==> src/rtl/ifid_hazard_stage.sv <==
// ifid_hazard_stage
//   IF/ID pipeline register with built-in hazard control. It holds the
//   fetched instruction and PC+4 for decode. It detects load-use and
//   HI/LO read-after-write hazards against the instruction now in ID/EX.
//   It drives the PC enable and the ID/EX bubble request, and it keeps a
//   saturating count of stalled cycles for performance debug.
//
// Ports
//   Clk              clock, all state updates on posedge
//   Rst              synchronous reset, active-low
//   InstrIn[31:0]    instruction from instruction memory
//   PCAdderIn[31:0]  PC+4 from the fetch adder
//   IDEX_MemRead     ID/EX instruction is a load
//   IDEX_RT[4:0]     ID/EX load destination register
//   IDEX_HiLoEnable  ID/EX HI/LO write enables (nonzero = writes HI/LO)
//   BranchTaken      branch resolved taken this cycle
//   JumpTaken        jump redirect this cycle
//   InstrOut[31:0]   registered instruction to decode
//   PCAdderOut[31:0] registered PC+4 to decode
//   PCWrite          PC register enable (0 = hold PC)
//   IDEXFlush        bubble into ID/EX
//   Stalled          high whenever PCWrite is low
//   StallCycles      saturating stalled-cycle count
module ifid_hazard_stage #(
    parameter int          HILO_LAT  = 2,
    parameter logic [31:0] NOP_INSTR = 32'h0
) (
    input  logic        Clk,
    input  logic        Rst,
    input  logic [31:0] InstrIn,
    input  logic [31:0] PCAdderIn,
    input  logic        IDEX_MemRead,
    input  logic [4:0]  IDEX_RT,
    input  logic [3:0]  IDEX_HiLoEnable,
    input  logic        BranchTaken,
    input  logic        JumpTaken,
    output logic [31:0] InstrOut,
    output logic [31:0] PCAdderOut,
    output logic        PCWrite,
    output logic        IDEXFlush,
    output logic        Stalled,
    output logic [15:0] StallCycles
);

    typedef enum logic {RUN, HILO_WAIT} state_t;

    // The first stall cycle is spent in RUN, so the wait counter covers
    // the remaining HILO_LAT-1 cycles and counts down to zero inclusive.
    localparam logic [3:0] HILO_INIT = (HILO_LAT >= 2) ? 4'(HILO_LAT - 2) : 4'd0;

    state_t     state;
    logic [3:0] cnt;

    logic [4:0] rs, rt;
    logic [5:0] op, fn;
    logic       redirect, load_use, hilo_use;

    assign rs = InstrOut[25:21];
    assign rt = InstrOut[20:16];
    assign op = InstrOut[31:26];
    assign fn = InstrOut[5:0];

    assign redirect = BranchTaken | JumpTaken;
    assign load_use = IDEX_MemRead & (IDEX_RT != 5'd0) & ((IDEX_RT == rs) | (IDEX_RT == rt));
    // mfhi (fn 0x10) / mflo (fn 0x12) behind an op that writes HI/LO
    assign hilo_use = (IDEX_HiLoEnable != 4'd0) & (op == 6'd0) & ((fn == 6'h10) | (fn == 6'h12));

    always_comb begin
        PCWrite   = 1'b1;
        IDEXFlush = 1'b0;
        if (state == HILO_WAIT) begin
            // Only a redirect releases the PC during the HI/LO wait.
            PCWrite   = redirect;
            IDEXFlush = 1'b1;
        end else if (redirect) begin
            PCWrite   = 1'b1;
            IDEXFlush = 1'b1;
        end else if (load_use | hilo_use) begin
            PCWrite   = 1'b0;
            IDEXFlush = 1'b1;
        end
    end

    assign Stalled = ~PCWrite;

    always_ff @(posedge Clk) begin
        if (!Rst) begin
            InstrOut    <= NOP_INSTR;
            PCAdderOut  <= 32'd0;
            state       <= RUN;
            cnt         <= 4'd0;
            StallCycles <= 16'd0;
        end else begin
            if (Stalled && StallCycles != 16'hFFFF)
                StallCycles <= StallCycles + 16'd1;

            case (state)
                RUN: begin
                    if (redirect) begin
                        InstrOut   <= NOP_INSTR;
                        PCAdderOut <= 32'd0;
                    end else if (load_use) begin
                        // Hold; the bubble now entering ID/EX clears the hazard.
                    end else if (hilo_use) begin
                        if (HILO_LAT != 1) begin
                            cnt   <= HILO_INIT;
                            state <= HILO_WAIT;
                        end
                    end else begin
                        InstrOut   <= InstrIn;
                        PCAdderOut <= PCAdderIn;
                    end
                end
                HILO_WAIT: begin
                    if (redirect) begin
                        InstrOut   <= NOP_INSTR;
                        PCAdderOut <= 32'd0;
                        cnt        <= 4'd0;
                        state      <= RUN;
                    end else if (cnt == 4'd0) begin
                        state <= RUN;
                    end else begin
                        cnt <= cnt - 4'd1;
                    end
                end
                default: state <= RUN;
            endcase
        end
    end

endmodule

==> config.mk <==
export PLATFORM = sky130hd
export DESIGN_NAME = ifid_hazard_stage
export DESIGN_NICKNAME = d
export VERILOG_FILES = /design/src/rtl/ifid_hazard_stage.sv
export SDC_FILE = /design/constraint.sdc
export NUM_CORES = 1
export LEC_CHECK = 0
export BUFFER_PORTS_ARGS = -buffer_cell sky130_fd_sc_hd__buf_2
export CAP_MARGIN = 10
export CELL_PAD_IN_SITES_DETAIL_PLACEMENT = 1
export CELL_PAD_IN_SITES_GLOBAL_PLACEMENT = 1
export CORE_AREA = 2 2 89 134
export CTS_CLUSTER_DIAMETER = 40
export CTS_CLUSTER_SIZE = 24
export DETAILED_ROUTE_END_ITERATION = 10
export DIE_AREA = 0 0 91 136
export PLACE_DENSITY = 0.82
export SYNTH_ARGS = -nofsm -noshare
export SYNTH_HDL_FRONTEND = slang
export SYNTH_SLANG_ARGS = --single-unit
==> constraint.sdc <==
create_clock -name Clk -period 2.3 [get_ports Clk]
set_input_delay 0.46 -clock Clk [delete_from_list [all_inputs] [get_ports Clk]]
set_output_delay 0.46 -clock Clk [all_outputs]
set_load 0.03 [all_outputs]
==> flow_summary.ini <==
[power]
max-vdd-ir-drop_mv = 0.434
leakagePower_uw = 0.00211
finalPower_uw = 3320
power_density_nw_per_um2 = 705

[placed_design]
place_hpwl_um = 7680
port_buffers = 160
gp_congestion = 0.844

[cells_and_area]
final_common_cell = buf_2
syn2layout_area_growth_pct = 38.5
final_cell_mix = 156 x buf_2, 85 x dfxtp_1, 60 x a22o_1
drive_gt1_share_pct = 43.7
antenna-diode-count = 0
multi_input_area_sq_um = 1510
fin_nets = 554
register_area_sq_um = 1700
fillers = 1312

[floorplan]
die_h_um = 136
die_x_um = 91
die_area_sq_um = 12400
ios = 161
fp-row-count = 48
core_area_sq_um = 11300
start_util_pct = 30.1

[timing]
finalSetupTns_ps = -77.4
slew_headroom_pct = 62.9
setup-violations-final = 3
drv_slew = 0
worst_slack_ps = -40.8
hold_violations = 0
max_freq_mhz = 427
min_period_ps = 2340
rsz0062_at_grt = true
tightest_slew_ps = 556
fin_skew_ps = 8.08
timing.final.crit_share_pct = 102

[yosys]
synth_ff_type = dfxtp_1
synth_nets = 388
synth_area_sq_um = 3390
syn_avg_cell_area_sq_um = 11.1
yosys_warnings = 0
synth_area_leaders = dfxtp_1 50%, a22o_1 15%, or4_1 2.9%
ys_seq_area_share_pct = 50.1
synth_cell_type_count = 45
synth_edf_count = 0
synth_top_area_share_pct = 50.1
async_flop_share_pct = 0
syn-instance-count = 307
synth_area_leader_cell = dfxtp_1
ys_ff_latch = 85

[detailed_routing]
route.vias.total = 3201
wl_met3_um = 553
drcViolationCount = 0
dr.pass1.iters = 4
met2_wirelength_um = 5490
drt_iter0_markers = 77
wl_um = 10400
routed.top_layer = met4
wl_per_cell_um = 16.6
ant_nets = 0
wl_met1_um = 4190
via_per_inst = 5.10

[grt]
grt_pass1_wl_um = 16700
gr-usage-all-layers_pct = 16.6
overflow = 0
grt_max_degree = 33
antenna_found_initial = 0
first_global_vias = 3234

[clock_tree]
path_clk_slew_ps = 70
cts_sinks = 85
clk-insertion-delay-late_ps = 330
htree_levels = 3
ctsLongestPathBuffers = 2
cts_made_buffers = 9
clock-root-buffer = clkbuf_16
cts_tree = yes

[job]
drv_cap = 0

[outcome]
status = complete, but fails checks
violations = setup timing

[setup_path]
cp_max_fo = 4
cp.required_ps = 1840
cp-end-kind = output port
criticalPathCategory = in2out
worstPathArrival_ps = 1880
critical_path.startpoint_type = input port

[worst_hold_path]
hold_class = in2reg
==> synth_stat cells, types with 4 or more instances <==
| cell type | number |
|---|---|
| nand2_1 | 19 |
| dfxtp_1 | 85 |
| nand4_1 | 7 |
| nor2_1 | 4 |
| a22o_1 | 60 |
| nor4_1 | 4 |
| inv_1 | 5 |
| a21oi_1 | 15 |
| nand3_1 | 9 |
| buf_6 | 7 |
| or4_1 | 13 |
| a22o_2 | 4 |
| xnor2_1 | 10 |
| o31ai_1 | 12 |
| buf_8 | 6 |
==> path summary, 6_finish.rpt <==
path | startpoint | endpoint | slack [ps] | cells past startpoint
hold reg to reg | PCAdderOut[18]$_SDFFE_PN0P_ | PCAdderOut[18]$_SDFFE_PN0P_ | 470 | 1
setup reg to reg | InstrOut[19]$_SDFFE_PN0P_ | StallCycles[8]$_SDFFE_PN0P_ | 190 | 7
hold / removal | InstrIn[30] | InstrOut[30]$_SDFFE_PN0P_ | 350 | 2
setup / recovery | IDEX_HiLoEnable[2] | PCWrite | -40 | 8
==> logic make-up (layout without fill, tap and decap cells) <==
family | Yosys count | after routing | synth area share [%]
compound gates | 106 | 106 | 25.5
flops | 85 | 85 | 50.1
simple gates | 76 | 76 | 13.3
buf+inv | 25 | 196 | 6.78
xor+xnor | 10 | 10 | 2.58
fa+ha+maj | 3 | 3 | 1.11
mux | 2 | 2 | 0.590
==> registers in the layout, indices dropped and copies added, names as in the netlist <==
signal / flops
InstrOut: 32
PCAdderOut: 32
StallCycles: 16
cnt: 4
state: 1
==> routing by layer <==
layer,track usage (%),vias up
met1,19.2,1559
li1,-,1521
met4,6.40,0
met5,0,-
met3,4.32,13
met2,29.1,108
==> final cells by class <==
type	count	area share [%]
flip-flops and latches	85	36.2
multi-input cells	197	32.0
repair buffers	175	21.0
clock buffers	10	4.87
well taps	150	3.99
clock inverters	6	1.52
inverters	5	0.399
==> per-stage QoR <==
step	instance area, sq um	utilization [%]	setup slack (ps)	hold WS [ps]	instances
final	4700	41.6	-40.8	346	628
after CTS	4670	41.4	-62.9	334	627
after global placement	4340	38.5	-89.5	450	611
after global routing	4700	41.6	-92.5	332	628
after detailed placement	4340	38.5	-139	454	611
after floorplan	3410	-	-56.4	507	307
==> report_power, final <==
| part | leakage, uW | switching [uW] | internal, uW |
|---|---|---|---|
| combinational | 0.00128 | 188 | 140 |
| sequential | 0.000690 | 23.1 | 1510 |
| clock | 0.000140 | 607 | 852 |
==> critical path, cell delays in order <==
cell and delay, ps:
buf_6 90, or4_4 530, nand4_1 130, nor2b_4 160
a21boi_4 270, nor3_4 70, inv_2 50, buf_6 120
==> timing repair <==
item / in CTS / in global routing
endpoints found under the setup margin: 3 / 3
hold endpoints to repair: 0 / 0
setup buffers: 0 / 1
hold buffers: 0 / 0
resized for setup: 8 / 4
pin swaps: 2 / 0
(Power assumes the default switching activity.)
